$ cat config.mk
export PLATFORM = sky130hd
export DESIGN_NAME = uart_rx
export DESIGN_NICKNAME = d
export VERILOG_FILES = /design/src/rtl/uart_pkg.sv /design/src/rtl/uart_rx_sync.sv /design/src/rtl/uart_rx.sv
export SDC_FILE = /design/constraint.sdc
export NUM_CORES = 1
export LEC_CHECK = 0
export CAP_MARGIN = 20
export CORE_ASPECT_RATIO = 1.75
export CORE_MARGIN = 2
export CORE_UTILIZATION = 30
export DETAILED_ROUTE_END_ITERATION = 16
export SLEW_MARGIN = 20
export SYNTH_ARGS = -nofsm -noshare
export SYNTH_HDL_FRONTEND = slang
export SYNTH_HIERARCHICAL = 1
export SYNTH_SLANG_ARGS = --single-unit
$ cat constraint.sdc
create_clock -name clk -period 5.4 [get_ports clk]
set_input_delay 1.08 -clock clk [delete_from_list [all_inputs] [get_ports clk]]
set_output_delay 1.08 -clock clk [all_outputs]
set_load 0.01 [all_outputs]
$ cat src/rtl/uart_pkg.sv
// Shared UART definitions: the state encoding common to uart_tx and uart_rx,
// and the bit-period helper.
package uart_pkg;

  typedef logic [1:0] state_t;

  localparam state_t IDLE      = 2'b00;
  localparam state_t START_BIT = 2'b01;
  localparam state_t DATA_BIT  = 2'b10;
  localparam state_t STOP_BIT  = 2'b11;

  // Number of system clock cycles in one bit period.
  function automatic int calc_t_baud(input int seq, input int baud_rate);
    return seq / baud_rate;
  endfunction

endpackage

$ cat src/rtl/uart_rx_sync.sv
// Two-flop synchronizer for the asynchronous RX pin, plus the falling-edge
// detector used to spot a start bit.
module uart_rx_sync (
  input  logic clk,
  input  logic rst,
  input  logic RX,
  output logic rx_s,
  output logic fall
);

  logic meta_q;
  logic sync_q;
  logic prev_q;

  // Idle-high reset values keep a reset from looking like a start edge.
  always_ff @(posedge clk) begin
    if (rst) begin
      meta_q <= 1'b1;
      sync_q <= 1'b1;
      prev_q <= 1'b1;
    end else begin
      meta_q <= RX;
      sync_q <= meta_q;
      prev_q <= sync_q;
    end
  end

  assign rx_s = sync_q;
  assign fall = prev_q & ~sync_q;

endmodule

$ cat src/rtl/uart_rx.sv
// UART receiver: start-edge detect, mid-bit sampling of n data bits LSB
// first, stop-bit check with a done pulse or a framing-error pulse.
module uart_rx
  import uart_pkg::*;
#(
  parameter int SEQ       = 100000000,
  parameter int BAUD_RATE = 9600,
  parameter int n         = 8
) (
  input  logic         clk,
  input  logic         rst,
  input  logic         RX,
  output logic [n-1:0] data_out,
  output logic         rd_done,
  output logic         frame_err,
  output logic         busy
);

  localparam int T_BAUD = calc_t_baud(SEQ, BAUD_RATE);
  localparam int CW     = $clog2(T_BAUD);
  localparam int IW     = (n > 1) ? $clog2(n) : 1;

  localparam logic [CW-1:0] HALF = CW'(T_BAUD / 2 - 1);
  localparam logic [CW-1:0] FULL = CW'(T_BAUD - 1);
  localparam logic [IW-1:0] LAST = IW'(n - 1);

  if (T_BAUD < 4) begin : g_bad_baud
    $fatal(1, "uart_rx: SEQ/BAUD_RATE must be at least 4");
  end

  logic rx_s;
  logic fall;

  uart_rx_sync u_sync (
    .clk  (clk),
    .rst  (rst),
    .RX   (RX),
    .rx_s (rx_s),
    .fall (fall)
  );

  state_t        state_q,     state_d;
  logic [CW-1:0] count_q,     count_d;
  logic [IW-1:0] index_q,     index_d;
  logic [n-1:0]  shift_q,     shift_d;
  logic [n-1:0]  data_q,      data_d;
  logic          rd_done_q,   rd_done_d;
  logic          frame_err_q, frame_err_d;

  always_ff @(posedge clk) begin
    if (rst) begin
      state_q     <= IDLE;
      count_q     <= '0;
      index_q     <= '0;
      shift_q     <= '0;
      data_q      <= '0;
      rd_done_q   <= 1'b0;
      frame_err_q <= 1'b0;
    end else begin
      state_q     <= state_d;
      count_q     <= count_d;
      index_q     <= index_d;
      shift_q     <= shift_d;
      data_q      <= data_d;
      rd_done_q   <= rd_done_d;
      frame_err_q <= frame_err_d;
    end
  end

  always_comb begin
    state_d     = state_q;
    count_d     = count_q;
    index_d     = index_q;
    shift_d     = shift_q;
    data_d      = data_q;
    rd_done_d   = 1'b0;
    frame_err_d = 1'b0;
    case (state_q)
      IDLE: begin
        count_d = '0;
        index_d = '0;
        if (fall) state_d = START_BIT;
      end
      START_BIT: begin
        // A start bit that is high again by mid-bit was only a glitch.
        if (count_q == HALF) begin
          count_d = '0;
          state_d = rx_s ? IDLE : DATA_BIT;
        end else begin
          count_d = count_q + 1'b1;
        end
      end
      DATA_BIT: begin
        if (count_q == FULL) begin
          count_d          = '0;
          shift_d[index_q] = rx_s;
          if (index_q == LAST) begin
            index_d = '0;
            state_d = STOP_BIT;
          end else begin
            index_d = index_q + 1'b1;
          end
        end else begin
          count_d = count_q + 1'b1;
        end
      end
      STOP_BIT: begin
        // Leaving at mid-stop-bit leaves half a bit of slack for the next start edge.
        if (count_q == FULL) begin
          count_d = '0;
          state_d = IDLE;
          if (rx_s) begin
            data_d    = shift_q;
            rd_done_d = 1'b1;
          end else begin
            frame_err_d = 1'b1;
          end
        end else begin
          count_d = count_q + 1'b1;
        end
      end
      default: begin
        state_d = IDLE;
        count_d = '0;
        index_d = '0;
      end
    endcase
  end

  always_comb begin
    busy = (state_q != IDLE);
  end

  assign data_out  = data_q;
  assign rd_done   = rd_done_q;
  assign frame_err = frame_err_q;

endmodule

# == Word level (Yosys, flattened, before mapping) ==
# Index checks and enable logic that the tools add are counted.
# word_totals
ff_bits,40
wordCells,57
output_inout_bits,11
# classes
n_reduce_logical,10
n_eq_ne,11
n_addsub,2
n_mux,18
order_cmp,2
bitwise,4
# ops
operator,n
$pmux 14 s3,1
$mux 14,2
$add 14x1->14 const B,1
$eq 14x13->1 const B,1
$eq 14x14->1 const B,1
$mux 2,6
$ne 2x2->1 const B,5
$bwmux 8,1
$pmux 2 s4,1
$mux 3,2
$pmux 3 s2,1
$reduce_and 5->1,1
$eq 2x2->1 const B,2
$lt 3x4->1 const B,1
$reduce_and 2->1,2
$reduce_bool 2->1,2
$add 3x1->3 const B,1
$demux 1 s3,1
$eq 3x3->1 const B,1
$ge 3x1->1 const B,1
$mux 1,3
$not 1->1,3
$reduce_and 3->1,1
$reduce_or 3->1,1
other kinds (5),5

# == Logic depth before layout (Yosys ltp) ==
# logic_depth
ltp_word,5
mapped_depth,7
depth_no_buf,5

# == By module ==
# The synthesis kept the hierarchy.
# by_module_without_submodules
module,n_inst,seq_area_each_um2,cells_per_inst,area_per_inst_um2
uart_rx,1,740.7,181,1699.1
uart_rx_sync,1,60.1,7,85.1

# == Worst setup path before layout ==
# No wires, ideal clock.
# synth_path
kind,input to register
from,in rst
to,reg count_q[10]
t_required_ps,5283
setup_slack_ps,3424
cell_stages,5
arrival_ps,1859
cell_sequence,nand2b_1 > inv_1 > a32oi_1 > buf_2 > nor2_1
# synth_lines
item,line_no,rtl
start: declaration,uart_rx.sv:11,"input logic rst,"
end signal: assignment,uart_rx.sv:61,count_q <= count_d;
end: declaration,uart_rx.sv:43,"logic [CW-1:0] count_q, count_d;"

==> impl_metrics.tcl <==
set metrics [dict create \
    status "finished clean" \
    path_cells "clkdlybuf4s50_1 > nand2b_1 > inv_1 > a32oi_1 > buf_2 > nor2_1" \
    rsz0062_at_grt "no" \
    firstDrtPassIters 4 \
    synthArstFlopShare 0 \
    relSlewSlack 0.487 \
    worst_slack_ps 2330 \
    gr-total-overflow 0 \
    path_class "in2reg" \
    finalSetupTns_ps 0 \
    synth_top_flop_cell "dfxtp_1" \
    fmax_ghz 0.326 \
    vias_per_cell 4.76 \
    grt_pass1_wl_um 5710 \
    dieArea_mm2 0.00660 \
    yosysUniqueCellTypes 37 \
    area_growth_syn_to_layout_pct 17.8 \
    cts.root.buffer_cell "clkbuf_8" \
    synth_nets 194 \
    clk_pin_slew_worst_paths_ps 80 \
    worst_slew_pin_slew_ps 767 \
    crit_path_start_kind "primary input" \
    routabilityCongestion 0.756 \
    hold_path.class "reg2reg" \
    grt_usage 0.109 \
    critical_path.top_delay_family "buffers and inverters" \
    drt-total-wl_um 3360 \
    crit_required_ps 5580 \
    dieWidth_um 62.3 \
    io_buffers 13 \
    insertion_delay_ps 290 \
    antenna_found_initial 0 \
    start_util 0.306 \
    htreeDepth 2 \
    p_per_area_mw_per_mm2 275 \
    slowest_delay_ps 970 \
    drive_gt1_frac 0.0796 \
    worstSetupEndpointType "register" \
    cts.path.max_buffers 2 \
    cts_setup_buffers 0 \
    maxCapViolCount 0 \
    drv_slew 0 \
    worst_clock_skew_ps 11.1 \
    critPathMaxFanout 27 \
    grt_pass1_vias 1266 \
    synth.top_cell.area_share 0.449 \
    ant_nets 0 \
    crit_path_top_delay_cell "clkdlybuf4s50_1" \
    irDropWorstVdd_uv 75.0 \
    post-synth-top-count-cell "dfxtp_1" \
    place_ws_ps 1990 \
    cts.hold.buffers_added 0 \
    wl_per_cell_um 12.0 \
    synth_top_area_cell "dfxtp_1" \
    seq_area_frac_synth 0.449 \
    timing.final.crit_period_ps 3070 \
    yosys_warnings 6 \
    vias 1328 \
    cp_num_buf_inv 3 \
    synth_area_leaders "dfxtp_1 (45%), mux2i_1 (9.0%), nand2b_1 (6.7%), xnor2_1 (3.9%), nor2_1 (3.8%)" \
    cts_tree "done" \
    diodes 0 \
    hold_violations 0 \
    ys_ff_latch 40 \
    final_area_mm2 0.00210 \
    cts_buffers 5 \
    cts_resized 0 \
    period_share 0.568 \
    finalNetCount 206 \
    io_pins 14 \
    worstPathArrival_ps 3250 \
    final-setup-viol-count 0 \
    synth_edf_count 0 \
    grt_max_degree 28 \
    drcViolationCount 0 \
    drtIter0Drc 38 \
    place_area_mm2 0.00198 \
    dpl.hpwl_um 2410 \
    cts_sinks 40 \
    core_area_mm2 0.00583 \
    avgSynthCellArea_um2 9.49 \
    synth_common_cells "dfxtp_1 (40), nand2b_1 (19), nor2_1 (18)" \
    total_leakage_power_nw 0.709 \
    rows 37 \
    syn_area_mm2 0.00178 \
    die_y_um 106 \
    syn_inst 188 \
]
metal layers:
| layer | up-vias | track usage | wire (um) | share of wire |
|---|---|---|---|---|
| met4 | 0 | 0.0571 | 78 | 0.023 |
| met5 | - | 0 | 0 | 0 |
| met1 | 618 | 0.107 | 1400 | 0.42 |
| li1 | 690 | - | - | - |
| met3 | 7 | 0.0254 | 79 | 0.024 |
| met2 | 13 | 0.207 | 1800 | 0.54 |
cells in the final DEF, fill, tap and decap left out, types with 7 or more instances in the layout:
cell type and instances:
nand3_1 11, dfxtp_1 40, nand2b_1 19, nor2_1 18, clkbuf_8 7, mux2i_1 16, clkdlybuf4s50_1 13, nand4_1 9
xnor2_1 8
area by class of cell:
type / instances / area [um2]
Tap cell: 78 / 97.6
Fill cell: 629 / 3730
Sequential cell: 40 / 801
Clock buffer: 7 / 96.3
Timing Repair Buffer: 14 / 135
Inverter: 4 / 15.0
Clock inverter: 1 / 30.0
Multi-Input combinational cell: 135 / 927
worst paths after layout:
kind / cells after the start / end / slack, ps / startpoint
worst max-delay path: 6 / count_q[13]$_SDFF_PP0_ / 2330 / rst
worst min register to register: 1 / u_sync/rx_s$_SDFF_PP1_ / 410 / u_sync/meta_q$_SDFF_PP1_
worst min-delay path: 1 / u_sync/rx_s$_SDFF_PP1_ / 410 / u_sync/meta_q$_SDFF_PP1_
worst max register to register: 6 / count_q[13]$_SDFF_PP0_ / 2980 / count_q[0]$_SDFF_PP0_
state kept, by name (all words and copies together), names as in the netlist, named ones only:
signal         count
u_sync/prev_q      1
data_out           8
count_q           14
index_q            3
u_sync/meta_q      1
frame_err          1
shift_q            8
u_sync/rx_s        1
rd_done            1
state_q            1
through the flow:
step	std cells	total power, mW	utilization	hold slack [ps]
after global routing	279	0.598	0.360	458
after global placement	270	0.319	0.338	390
after detailed placement	271	0.319	0.339	396
after floorplan	188	0.314	-	385
after CTS	279	0.588	0.360	415
final	279	0.578	0.360	413
power breakdown:
group,switching [mW],internal (mW)
logic,0.00709,0.00647
registers,0.00202,0.296
clock network,0.103,0.163
total,0.112,0.466
kinds of logic (layout without fill, tap and decap cells):
group	Yosys count	in the layout	share of synthesized area
flip-flops	40	40	0.449
adder cells (fa/ha/maj)	3	3	0.0210
XOR/XNOR	12	12	0.0589
AO/OA/AOI/OAI	9	9	0.0372
AND/OR/NAND/NOR	95	95	0.313
multiplexers	16	16	0.0898
buffers and inverters	13	26	0.0315
(Power assumes the default switching activity.)
